===== src/rtl/issue_scheduler_if.sv =====
// ----------------------------------------------------------------------------
// issue_scheduler_if
// Groups the issue scheduler's handshake and data signals toward decode,
// queue_comps, the execute lane and writeback into one bundle.
//
// Parameters:
//   CW      occupancy counter width
//   AWIDTH  register address width
//
// Modports:
//   master  the issue scheduler itself (drives the is_o_* signals)
//   slave   the surrounding front end (drives the is_i_* signals)
// ----------------------------------------------------------------------------
interface issue_scheduler_if #(
  parameter int CW     = 4,
  parameter int AWIDTH = 5
);
  logic              is_i_dec_valid;
  logic              is_o_dec_ready;
  logic              is_o_q_we;
  logic              is_o_q_re;
  logic              is_o_q_rst;
  logic [AWIDTH-1:0] is_i_q_addr_rs;
  logic [AWIDTH-1:0] is_i_q_addr_rt;
  logic [AWIDTH-1:0] is_i_q_dst;
  logic              is_i_q_regwrite;
  logic              is_o_issue_valid;
  logic              is_i_exec_ready;
  logic              is_i_wb_valid;
  logic [AWIDTH-1:0] is_i_wb_addr;
  logic              is_i_flush;
  logic [CW-1:0]     is_o_count;
  logic              is_o_full;
  logic              is_o_empty;
  logic              is_o_stall_raw;

  modport master (
    input  is_i_dec_valid,
    output is_o_dec_ready,
    output is_o_q_we,
    output is_o_q_re,
    output is_o_q_rst,
    input  is_i_q_addr_rs,
    input  is_i_q_addr_rt,
    input  is_i_q_dst,
    input  is_i_q_regwrite,
    output is_o_issue_valid,
    input  is_i_exec_ready,
    input  is_i_wb_valid,
    input  is_i_wb_addr,
    input  is_i_flush,
    output is_o_count,
    output is_o_full,
    output is_o_empty,
    output is_o_stall_raw
  );

  modport slave (
    output is_i_dec_valid,
    input  is_o_dec_ready,
    input  is_o_q_we,
    input  is_o_q_re,
    input  is_o_q_rst,
    output is_i_q_addr_rs,
    output is_i_q_addr_rt,
    output is_i_q_dst,
    output is_i_q_regwrite,
    input  is_o_issue_valid,
    output is_i_exec_ready,
    output is_i_wb_valid,
    output is_i_wb_addr,
    output is_i_flush,
    input  is_o_count,
    input  is_o_full,
    input  is_o_empty,
    input  is_o_stall_raw
  );
endinterface


===== src/rtl/issue_scheduler.sv =====
// ----------------------------------------------------------------------------
// issue_scheduler
// Controller for the decoded-instruction queue (queue_comps). Gates the queue
// write/read enables, tracks occupancy, holds the queue head in a one-entry
// issue slot and releases it to the execute lane only when neither source
// register is pending in a 32-entry RAW scoreboard.
//
// Optional feature (macro ISSUE_WB_BYPASS_EN):
//   defined   - a scoreboard hit on the register being written back this
//               cycle is ignored; the execute lane forwards the value.
//   undefined - the head waits until the pend bit has actually cleared.
//
// Ports:
//   is_clk   clock, rising edge
//   is_rst   synchronous reset, active-low
//   bus      issue_scheduler_if.master:
//     decode    : is_i_dec_valid / is_o_dec_ready
//     queue     : is_o_q_we, is_o_q_re, is_o_q_rst (active-low),
//                 head fields is_i_q_addr_rs/rt, is_i_q_dst, is_i_q_regwrite
//     execute   : is_o_issue_valid / is_i_exec_ready
//     writeback : is_i_wb_valid, is_i_wb_addr
//     control   : is_i_flush
//     status    : is_o_count, is_o_full, is_o_empty, is_o_stall_raw
// ----------------------------------------------------------------------------
module issue_scheduler #(
  parameter int DEPTH  = 8,
  parameter int CW     = 4,
  parameter int AWIDTH = 5
) (
  input  logic              is_clk,
  input  logic              is_rst,
  issue_scheduler_if.master bus
);

  localparam int            NREG    = 1 << AWIDTH;
  localparam logic [CW-1:0] DEPTH_C = CW'(DEPTH);
  localparam logic [CW-1:0] ONE_C   = {{(CW-1){1'b0}}, 1'b1};
  localparam logic [CW-1:0] ZERO_C  = {CW{1'b0}};

  typedef enum logic [1:0] {
    ST_IDLE  = 2'd0,
    ST_FETCH = 2'd1,
    ST_HOLD  = 2'd2
  } state_t;

  state_t            state_r;
  state_t            state_s;
  logic [CW-1:0]     count_r;
  logic [CW-1:0]     count_s;
  logic              full_r;
  logic              empty_r;
  logic [AWIDTH-1:0] head_rs_r;
  logic [AWIDTH-1:0] head_rt_r;
  logic [AWIDTH-1:0] head_dst_r;
  logic              head_rw_r;
  logic [NREG-1:0]   pend_r;
  logic [NREG-1:0]   pend_s;
  logic [NREG-1:0]   wb_mask_s;
  logic [NREG-1:0]   set_mask_s;
  logic [NREG-1:0]   visible_pend_s;
  logic              dec_ready_s;
  logic              q_we_s;
  logic              q_re_s;
  logic              capture_s;
  logic              hazard_s;
  logic              issue_valid_s;
  logic              stall_raw_s;
  logic              issue_s;

  // One-hot decode of a register address.
  function automatic logic [NREG-1:0] reg_onehot(input logic [AWIDTH-1:0] addr);
    logic [NREG-1:0] vec;
    vec       = {NREG{1'b0}};
    vec[addr] = 1'b1;
    return vec;
  endfunction

  // Pending lookup; register 0 is hard-wired and can never be a hazard.
  function automatic logic reg_pending(input logic [NREG-1:0] pend,
                                       input logic [AWIDTH-1:0] addr);
    logic hit;
    if (addr == {AWIDTH{1'b0}}) begin
      hit = 1'b0;
    end else begin
      hit = pend[addr];
    end
    return hit;
  endfunction

  // Decode-side handshake and queue write enable.
  always_comb begin
    dec_ready_s = !full_r && !bus.is_i_flush;
    q_we_s      = bus.is_i_dec_valid && dec_ready_s;
  end

  // Registers hidden from the hazard check this cycle (bypass from writeback).
  always_comb begin
    wb_mask_s = {NREG{1'b0}};
`ifdef ISSUE_WB_BYPASS_EN
    if (bus.is_i_wb_valid) begin
      wb_mask_s = reg_onehot(bus.is_i_wb_addr);
    end else begin
      wb_mask_s = {NREG{1'b0}};
    end
`endif
  end

  // RAW hazard on the held head; a flush cycle never issues.
  always_comb begin
    visible_pend_s = pend_r & ~wb_mask_s;
    hazard_s       = reg_pending(visible_pend_s, head_rs_r) |
                     reg_pending(visible_pend_s, head_rt_r);
    if ((state_r == ST_HOLD) && !bus.is_i_flush) begin
      issue_valid_s = !hazard_s;
      stall_raw_s   = hazard_s;
    end else begin
      issue_valid_s = 1'b0;
      stall_raw_s   = 1'b0;
    end
    issue_s = issue_valid_s && bus.is_i_exec_ready;
  end

  // FSM next state, queue read enable and head capture strobe.
  always_comb begin
    state_s   = state_r;
    q_re_s    = 1'b0;
    capture_s = 1'b0;
    if (bus.is_i_flush) begin
      state_s = ST_IDLE;
    end else begin
      case (state_r)
        ST_IDLE: begin
          if (count_r != ZERO_C) begin
            q_re_s  = 1'b1;
            state_s = ST_FETCH;
          end else begin
            state_s = ST_IDLE;
          end
        end
        ST_FETCH: begin
          // Queue output is valid now, one cycle after the read.
          capture_s = 1'b1;
          state_s   = ST_HOLD;
        end
        ST_HOLD: begin
          if (issue_s) begin
            if (count_r != ZERO_C) begin
              q_re_s  = 1'b1;
              state_s = ST_FETCH;
            end else begin
              state_s = ST_IDLE;
            end
          end else begin
            state_s = ST_HOLD;
          end
        end
        default: begin
          state_s = ST_IDLE;
        end
      endcase
    end
  end

  // Occupancy next value; a flush empties the queue.
  always_comb begin
    count_s = count_r;
    if (bus.is_i_flush) begin
      count_s = ZERO_C;
    end else if (q_we_s && !q_re_s) begin
      count_s = count_r + ONE_C;
    end else if (!q_we_s && q_re_s) begin
      count_s = count_r - ONE_C;
    end else begin
      count_s = count_r;
    end
  end

  // Scoreboard next value: clear first, then set, so a younger producer
  // issuing in the same cycle as an older writeback keeps the bit set.
  always_comb begin
    if (issue_s && head_rw_r && (head_dst_r != {AWIDTH{1'b0}})) begin
      set_mask_s = reg_onehot(head_dst_r);
    end else begin
      set_mask_s = {NREG{1'b0}};
    end
    if (bus.is_i_wb_valid) begin
      pend_s = (pend_r & ~reg_onehot(bus.is_i_wb_addr)) | set_mask_s;
    end else begin
      pend_s = pend_r | set_mask_s;
    end
    pend_s[0] = 1'b0;
  end

  // State, occupancy, status flags and scoreboard registers.
  always_ff @(posedge is_clk) begin
    if (!is_rst) begin
      state_r <= ST_IDLE;
      count_r <= ZERO_C;
      full_r  <= 1'b0;
      empty_r <= 1'b1;
      pend_r  <= {NREG{1'b0}};
    end else begin
      state_r <= state_s;
      count_r <= count_s;
      full_r  <= (count_s == DEPTH_C);
      empty_r <= (count_s == ZERO_C);
      pend_r  <= pend_s;
    end
  end

  // Head latch: loaded in FETCH, frozen in HOLD, dropped on flush or reset.
  always_ff @(posedge is_clk) begin
    if (!is_rst || bus.is_i_flush) begin
      head_rs_r  <= {AWIDTH{1'b0}};
      head_rt_r  <= {AWIDTH{1'b0}};
      head_dst_r <= {AWIDTH{1'b0}};
      head_rw_r  <= 1'b0;
    end else if (capture_s) begin
      head_rs_r  <= bus.is_i_q_addr_rs;
      head_rt_r  <= bus.is_i_q_addr_rt;
      head_dst_r <= bus.is_i_q_dst;
      head_rw_r  <= bus.is_i_q_regwrite;
    end else begin
      head_rs_r  <= head_rs_r;
      head_rt_r  <= head_rt_r;
      head_dst_r <= head_dst_r;
      head_rw_r  <= head_rw_r;
    end
  end

  assign bus.is_o_dec_ready   = dec_ready_s;
  assign bus.is_o_q_we        = q_we_s;
  assign bus.is_o_q_re        = q_re_s;
  assign bus.is_o_q_rst       = is_rst && !bus.is_i_flush;
  assign bus.is_o_issue_valid = issue_valid_s;
  assign bus.is_o_stall_raw   = stall_raw_s;
  assign bus.is_o_count       = count_r;
  assign bus.is_o_full        = full_r;
  assign bus.is_o_empty       = empty_r;

endmodule


===== src/flat_wrapper.sv =====
// flat-port wrapper written by rule: the top's interface ports become plain ports
module issue_scheduler_flat 
#(
  parameter int DEPTH  = 8,
  parameter int CW     = 4,
  parameter int AWIDTH = 5
)
  (is_clk, is_rst, bus_is_i_dec_valid, bus_is_o_dec_ready, bus_is_o_q_we, bus_is_o_q_re, bus_is_o_q_rst, bus_is_i_q_addr_rs, bus_is_i_q_addr_rt, bus_is_i_q_dst, bus_is_i_q_regwrite, bus_is_o_issue_valid, bus_is_i_exec_ready, bus_is_i_wb_valid, bus_is_i_wb_addr, bus_is_i_flush, bus_is_o_count, bus_is_o_full, bus_is_o_empty, bus_is_o_stall_raw);
  issue_scheduler_if #(.CW(CW), .AWIDTH(AWIDTH)) bus_i ();
  input  logic is_clk;
  input  logic is_rst;
  input wire logic [$bits(bus_i.is_i_dec_valid)-1:0] bus_is_i_dec_valid;
  output wire logic [$bits(bus_i.is_o_dec_ready)-1:0] bus_is_o_dec_ready;
  output wire logic [$bits(bus_i.is_o_q_we)-1:0] bus_is_o_q_we;
  output wire logic [$bits(bus_i.is_o_q_re)-1:0] bus_is_o_q_re;
  output wire logic [$bits(bus_i.is_o_q_rst)-1:0] bus_is_o_q_rst;
  input wire logic [$bits(bus_i.is_i_q_addr_rs)-1:0] bus_is_i_q_addr_rs;
  input wire logic [$bits(bus_i.is_i_q_addr_rt)-1:0] bus_is_i_q_addr_rt;
  input wire logic [$bits(bus_i.is_i_q_dst)-1:0] bus_is_i_q_dst;
  input wire logic [$bits(bus_i.is_i_q_regwrite)-1:0] bus_is_i_q_regwrite;
  output wire logic [$bits(bus_i.is_o_issue_valid)-1:0] bus_is_o_issue_valid;
  input wire logic [$bits(bus_i.is_i_exec_ready)-1:0] bus_is_i_exec_ready;
  input wire logic [$bits(bus_i.is_i_wb_valid)-1:0] bus_is_i_wb_valid;
  input wire logic [$bits(bus_i.is_i_wb_addr)-1:0] bus_is_i_wb_addr;
  input wire logic [$bits(bus_i.is_i_flush)-1:0] bus_is_i_flush;
  output wire logic [$bits(bus_i.is_o_count)-1:0] bus_is_o_count;
  output wire logic [$bits(bus_i.is_o_full)-1:0] bus_is_o_full;
  output wire logic [$bits(bus_i.is_o_empty)-1:0] bus_is_o_empty;
  output wire logic [$bits(bus_i.is_o_stall_raw)-1:0] bus_is_o_stall_raw;
  assign bus_i.is_i_dec_valid = bus_is_i_dec_valid;
  assign bus_is_o_dec_ready = bus_i.is_o_dec_ready;
  assign bus_is_o_q_we = bus_i.is_o_q_we;
  assign bus_is_o_q_re = bus_i.is_o_q_re;
  assign bus_is_o_q_rst = bus_i.is_o_q_rst;
  assign bus_i.is_i_q_addr_rs = bus_is_i_q_addr_rs;
  assign bus_i.is_i_q_addr_rt = bus_is_i_q_addr_rt;
  assign bus_i.is_i_q_dst = bus_is_i_q_dst;
  assign bus_i.is_i_q_regwrite = bus_is_i_q_regwrite;
  assign bus_is_o_issue_valid = bus_i.is_o_issue_valid;
  assign bus_i.is_i_exec_ready = bus_is_i_exec_ready;
  assign bus_i.is_i_wb_valid = bus_is_i_wb_valid;
  assign bus_i.is_i_wb_addr = bus_is_i_wb_addr;
  assign bus_i.is_i_flush = bus_is_i_flush;
  assign bus_is_o_count = bus_i.is_o_count;
  assign bus_is_o_full = bus_i.is_o_full;
  assign bus_is_o_empty = bus_i.is_o_empty;
  assign bus_is_o_stall_raw = bus_i.is_o_stall_raw;
  issue_scheduler #(.DEPTH(DEPTH), .CW(CW), .AWIDTH(AWIDTH)) u_core (.is_clk(is_clk), .is_rst(is_rst), .bus(bus_i));
endmodule

===== config.mk =====
export PLATFORM = sky130hd
export DESIGN_NAME = issue_scheduler_flat
export DESIGN_NICKNAME = d
export VERILOG_FILES = /design/src/rtl/issue_scheduler_if.sv /design/src/rtl/issue_scheduler.sv /design/src/flat_wrapper.sv
export SDC_FILE = /design/constraint.sdc
export NUM_CORES = 1
export LEC_CHECK = 0
export CAP_MARGIN = 20
export CELL_PAD_IN_SITES_DETAIL_PLACEMENT = 0
export CELL_PAD_IN_SITES_GLOBAL_PLACEMENT = 2
export CORE_ASPECT_RATIO = 2
export CORE_UTILIZATION = 34
export CTS_CLUSTER_DIAMETER = 80
export DETAILED_ROUTE_END_ITERATION = 8
export PLACE_DENSITY_LB_ADDON = 0.1
export SYNTH_ARGS = -nofsm -noshare
export SYNTH_HDL_FRONTEND = slang
export SYNTH_SLANG_ARGS = --single-unit

===== constraint.sdc =====
create_clock -name is_clk -period 3.6 [get_ports is_clk]
set_clock_uncertainty 0.15 [all_clocks]
set_input_delay 0.36 -clock is_clk [delete_from_list [all_inputs] [get_ports is_clk]]
set_output_delay 0.36 -clock is_clk [all_outputs]
set_load 0.03 [all_outputs]

==> flow_metrics.py, run 1 <==
metrics = {
    "global_route": {
        "track_usage": 0.223,
        "grt_overflow": 0,
        "grt_pass1_vias": 2944,
        "grt_max_degree": 32,
        "grt_pass1_wl_um": 16200,
        "antenna_found_initial": 0,
    },
    "worst_setup_path": {
        "crit_type": "flop to primary output",
        "cp-end-kind": "primary output",
        "reg2reg_setup_slack_ns": 0.36,
        "ff2ff_path_depth": 9,
        "required_ns": 3.09,
        "arrival_ns": 2.93,
        "timing.rr.start": "u_core.head_rs_r[0]",
        "cp-start-kind": "flop",
        "r2r-end": "u_core.pend_r[23]",
        "cp_max_fo": 11,
    },
    "clock_network": {
        "cts_made_buffers": 5,
        "tritoncts": "built",
        "clock_latency_ns": 0.30,
        "post-cts-setup-buffers": 0,
        "cts_hold_buf": 0,
        "clk_path_buf_depth": 2,
        "cts_num_sinks": 55,
        "clock-root-buffer": "clkbuf_16",
        "clk_pin_slew_ns": 0.07,
        "htree_num_levels": 2,
        "cts_resized": 1,
    },
    "synth": {
        "ys_ff_latch": 55,
        "ys_seq_area_frac": 0.348,
        "synth-edff-count": 0,
        "yosysTopAreaCellShare": 0.348,
        "syn_nets": 395,
        "postSynthCellCount": 366,
        "avgSynthCellArea_um2": 8.64,
        "async_reset_ff_frac": 0,
        "synth-main-ff-cell": "dfxtp_1",
        "ys_warn_count": 0,
        "syn_area_um2": 3160,
        "ys_types": 53,
        "synth.top_cells.by_area": "dfxtp_1 (35%), o21ai_0 (10%), and2_1 (6.7%), mux4_1 (5.0%), mux2i_1 (4.4%)",
        "synth_top_area_cell": "dfxtp_1",
    },
    "sta": {
        "post-route-period-util": 0.954,
        "setup_tns_ns": 0,
        "grt_setup_unrepaired": "no",
        "setup_viol": 0,
        "drv_slew": 0,
        "relSlewSlack": 0.539,
        "hold_viol_final": 0,
        "fmax_mhz": 291,
        "timing.final.ws_setup_ns": 0.164,
        "min_period_ns": 3.44,
        "worst_pin_slew_ns": 0.688,
    },
    "min_path": {
        "hold_depth": 2,
        "min_from": "u_core.head_dst_r[0]",
        "min_to": "u_core.head_dst_r[0]",
        "hold_class": "flop to flop",
    },
    "layout": {
        "nets": 423,
        "diodes": 0,
        "mostFrequentLayoutCells": "o21ai_0 (63), dfxtp_1 (53), clkdlybuf4s50_1 (37)",
        "fillers": 928,
        "layout-drive-gt1-share": 0.114,
        "area.growth.synth_to_final_pct": 18.4,
        "layout_commonest_cell": "o21ai_0",
    },
    "die": {
        "die_y_um": 138,
        "die_w_um": 70.2,
        "start_util": 0.351,
        "coreArea_um2": 9010,
        "die_area_um2": 9710,
        "io_pins": 39,
        "std_cell_rows": 49,
    },
    "placed_design": {
        "routabilityCongestion": 0.826,
        "post-place-ws_ns": 0.276,
        "io_buffers": 38,
        "hpwl_um": 8010,
    },
    "power_and_ir_drop": {
        "power_density_nw_per_um2": 348,
        "power_leakage_nw": 1.30,
        "finalPower_mw": 1.30,
        "vdd_ir_drop_max_v": 0.000252,
    },
    "detailed_routing": {
        "drtPass1Iterations": 4,
        "wl_per_cell_um": 21.2,
        "dr_wl_met2_um": 5740,
        "ant_nets": 0,
        "wl_um": 10500,
        "wl_met1_um": 3780,
        "vias": 2901,
        "via_per_inst": 5.84,
        "drc": 0,
        "wl_met3_um": 304,
        "drt_iter0_markers": 226,
        "top_layer_used": "met4",
    },
    "run_status": {
        "status": "finished clean",
    },
    "run": {
        "drv_cap": 0,
    },
}
## through the flow
| step | cells | utilization | cell area [um^2] | hold WS, ns |
|---|---|---|---|---|
| after floorplan | 366 | - | 3160 | 0.303 |
| after global placement | 489 | 0.398 | 3590 | 0.352 |
| after detailed placement | 489 | 0.398 | 3590 | 0.357 |
| after CTS | 497 | 0.415 | 3740 | 0.366 |
| after global routing | 497 | 0.415 | 3740 | 0.386 |
| final | 497 | 0.415 | 3740 | 0.363 |
## power breakdown
part	internal (mW)	switching, mW
Sequential	0.615	0.0107
Combinational	0.0757	0.0978
Clock	0.279	0.225
## layout make-up
cell class / instances / area [um^2] / share of cell area
clock buffers: 7 / 143 / 0.0381
well taps: 102 / 128 / 0.0341
inverters: 11 / 41.3 / 0.0110
repair buffers: 44 / 423 / 0.113
multi-input cells: 277 / 1900 / 0.507
clock inverters: 1 / 8.76 / 0.00234
flip-flops and latches: 55 / 1100 / 0.295
## sequential cells by signal, indices dropped and copies added, names as in the netlist
name,count
u_core.bus.is_o_full,1
u_core.head_rs_r,5
u_core.bus.is_o_empty,1
u_core.pend_r,31
u_core.head_dst_r,5
u_core.head_rt_r,5
u_core.bus.is_o_count,4
u_core.state_r,2
u_core.head_rw_r,1
## how the worst max path moves through the flow
stage | from | endpoint | slack (ns) | depth (start not counted)
2_1_floorplan | u_core.head_rt_r[0] | bus_is_o_q_re | 0.69 | 8
3_3_place_gp | bus_is_i_flush | u_core.pend_r[16] | 0.30 | 8
3_5_place_dp | bus_is_i_flush | u_core.pend_r[16] | 0.28 | 8
4_1_cts | u_core.head_rs_r[1] | bus_is_o_issue_valid | 0.11 | 7
5_1_grt | u_core.head_rt_r[0] | bus_is_o_issue_valid | 0.04 | 7
6_report | u_core.head_rt_r[0] | bus_is_o_issue_valid | 0.16 | 7
## layer usage
metal / vias to the layer above / track usage
li1: 1392 / -
met1: 1389 / 0.214
met2: 82 / 0.416
met3: 38 / 0.0306
met4: 0 / 0.164
met5: - / 0
## cells by family (layout without fill, tap and decap cells)
| group | after synthesis | count (layout) | synth area share |
|---|---|---|---|
| flops | 55 | 55 | 0.348 |
| simple gates | 136 | 136 | 0.246 |
| mux | 25 | 25 | 0.119 |
| buf+inv | 34 | 63 | 0.0518 |
| fa+ha+maj | 2 | 2 | 0.00791 |
| compound gates | 114 | 114 | 0.227 |
## Yosys cell counts, types with 2 or more instances
| cell type | count |
|---|---|
| buf_2 | 5 |
| nor2_1 | 13 |
| nor3_1 | 4 |
| mux2_2 | 3 |
| or3b_2 | 6 |
| o31ai_1 | 3 |
| a31oi_1 | 2 |
| and2_1 | 34 |
| o22ai_1 | 2 |
| nand4b_1 | 2 |
| o221a_2 | 9 |
| clkinv_1 | 2 |
| o21ai_0 | 63 |
| ha_1 | 2 |
| nand3b_1 | 9 |
| buf_4 | 2 |
| nand2_1 | 29 |
| mux4_1 | 6 |
| a21boi_1 | 3 |
| a311oi_1 | 2 |
| nor2b_1 | 4 |
| a211o_1 | 2 |
| dfxtp_1 | 55 |
| buf_6 | 3 |
| clkbuf_1 | 11 |
| or4_1 | 2 |
| nand3_1 | 12 |
| mux2i_1 | 14 |
| nor4_1 | 2 |
| mux4_2 | 2 |
| inv_1 | 9 |
| or3_1 | 4 |
| or2_2 | 2 |
| nor3b_1 | 4 |
| or4_2 | 3 |
| a21oi_1 | 16 |
| buf_1 | 2 |
| nand2b_1 | 3 |
## critical path, stage by stage, from the launching register on
cell             delay (ns)
dfxtp_2                0.49
mux4_1                 0.60
nand4b_1               0.12
o311ai_1               0.14
a211oi_4               0.33
nand3_1                0.12
nor2_1                 0.14
clkdlybuf4s50_1        0.68
(Power assumes the default switching activity.)
==> run 2: changes to the inputs <==
Settings changed: CORE_ASPECT_RATIO 2 to 0.6, CORE_MARGIN set to 4.
==> run 2 against run 1 <==
Net effect:
- core utilization rose by 1.2 points
- global-route usage fell by 3.5 points
- power fell by 2.8%
- register-to-register slack improved by 0.09 ns
- first-iteration DRC count fell by 0.88%
- final area rose by 0.17%
- flip-flop and latch count did not move
- via count fell by 2.3%
- worst setup slack improved by 0.14 ns
- critical endpoint is now bus_is_o_stall_raw
- largest cell class unchanged
==> flow_metrics.py, run 2 (synthesized netlist as in run 1, its figures left out) <==
metrics = {
    "clock_network": {
        "cts_num_sinks": 55,
        "clk_pin_slew_ns": 0.07,
        "clock_latency_ns": 0.29,
        "tritoncts": "built",
        "clk_path_buf_depth": 2,
        "htree_num_levels": 2,
        "cts_hold_buf": 0,
        "clock-root-buffer": "clkbuf_16",
        "cts_made_buffers": 5,
        "post-cts-setup-buffers": 0,
    },
    "global_route": {
        "antenna_found_initial": 0,
        "grt_max_degree": 33,
        "grt_overflow": 0,
        "grt_pass1_vias": 2682,
        "track_usage": 0.188,
        "grt_pass1_wl_um": 15700,
    },
    "layout": {
        "seq_area_um2": 1100,
        "layout_commonest_cell": "o21ai_0",
        "mostFrequentLayoutCells": "o21ai_0 (63), dfxtp_1 (54), clkdlybuf4s50_1 (36)",
        "largest_reg_flops": 31,
        "largest_register": "u_core.pend_r",
        "layout-drive-gt1-share": 0.111,
        "fillers": 873,
        "multiInputGateArea_um2": 1900,
        "nets": 425,
        "fin_util": 0.427,
        "final_cell_area_um2": 3750,
        "area.growth.synth_to_final_pct": 18.6,
        "diodes": 0,
    },
    "detailed_routing": {
        "wl_um": 9890,
        "via_per_inst": 5.59,
        "ant_nets": 0,
        "wl_per_cell_um": 19.5,
        "drtPass1Iterations": 4,
        "drt_iter0_markers": 224,
        "vias": 2835,
        "drc": 0,
    },
    "die": {
        "coreArea_um2": 8780,
        "die_y_um": 82.7,
        "die_w_um": 132,
        "std_cell_rows": 26,
        "die_area_um2": 11000,
        "io_pins": 39,
        "start_util": 0.360,
    },
    "sta": {
        "worst_pin_slew_ns": 0.723,
        "setup_viol": 0,
        "post-route-period-util": 0.915,
        "setup_tns_ns": 0,
        "grt_setup_unrepaired": "no",
        "fmax_mhz": 303,
        "hold_viol_final": 0,
        "min_period_ns": 3.30,
        "drv_slew": 0,
        "relSlewSlack": 0.516,
        "timing.final.ws_setup_ns": 0.304,
    },
    "worst_setup_path": {
        "arrival_ns": 2.79,
        "crit_type": "flop to primary output",
        "cp_max_fo": 12,
        "startpoint": "u_core.head_rs_r[1]",
        "required_ns": 3.09,
        "crit_path_end": "bus_is_o_stall_raw",
        "timing.rr.start": "u_core.head_rs_r[1]",
        "ff2ff_path_depth": 8,
        "r2r-end": "u_core.pend_r[10]",
        "cp-end-kind": "primary output",
        "reg2reg_setup_slack_ns": 0.45,
        "cp-start-kind": "flop",
    },
    "power_and_ir_drop": {
        "power_leakage_nw": 1.31,
        "power_density_nw_per_um2": 338,
        "finalPower_mw": 1.27,
        "vdd_ir_drop_max_v": 0.000161,
    },
    "placed_design": {
        "io_buffers": 38,
        "placed_area_um2": 3620,
        "routabilityCongestion": 0.883,
        "hpwl_um": 7530,
        "post-place-ws_ns": 0.276,
    },
    "run_status": {
        "status": "finished clean",
    },
    "min_path": {
        "hold_depth": 2,
        "hold_class": "flop to flop",
    },
    "run": {
        "drv_cap": 0,
    },
}
-- run 2: worst min path at each step --
| stage | start | to |
|---|---|---|
| floorplan | u_core.head_dst_r[1] | u_core.head_dst_r[1] |
| global placement | u_core.pend_r[16] | u_core.pend_r[16] |
| detailed placement | u_core.head_dst_r[1] | u_core.head_dst_r[1] |
| CTS | u_core.pend_r[16] | u_core.pend_r[16] |
| global route | u_core.pend_r[16] | u_core.pend_r[16] |
| finish | u_core.head_dst_r[1] | u_core.head_dst_r[1] |
-- run 2: report_power, final --
group          internal [mW]  switching, mW  leakage [nW]  total (mW)
logic                 0.0762         0.0963         0.806       0.172
clock network          0.251          0.217        0.0628       0.468
registers              0.615         0.0108         0.444       0.626
total                  0.943          0.324          1.31        1.27
-- run 2: worst max-delay path, cell delays in order, from the launching register on --
cell	delay [ns]
dfxtp_1	0.60
mux2i_1	0.16
a311o_1	0.37
a211oi_1	0.28
nor3b_1	0.11
a31oi_1	0.25
clkdlybuf4s50_1	0.71
-- run 2: timing repair --
item	in CTS	in global routing
setup endpoints to repair	1	1
cloned	0	0
hold endpoints to repair	0	0
gates resized for setup	1	1
-- run 2: area by class of cell --
cell class | count | area share
Multi-Input combinational cell | 277 | 0.506
Sequential cell | 55 | 0.294
Timing Repair Buffer | 46 | 0.117
Tap cell | 112 | 0.0374
Clock buffer | 6 | 0.0344
Inverter | 11 | 0.0110
-- run 2: layer usage --
| metal | part of all wire | global-route usage | vias up |
|---|---|---|---|
| met5 | 0 | 0 | - |
| met4 | 0.0083 | 0.0415 | 0 |
| met3 | 0.071 | 0.0387 | 9 |
| met2 | 0.36 | 0.237 | 90 |
| met1 | 0.56 | 0.310 | 1331 |
| li1 | - | - | 1405 |
-- run 2: per-stage QoR --
stage	instances	hold WS, ns
global placement	501	0.336
global route	507	0.384
CTS	507	0.357
detailed placement	501	0.344
finish	507	0.347
floorplan	366	0.303
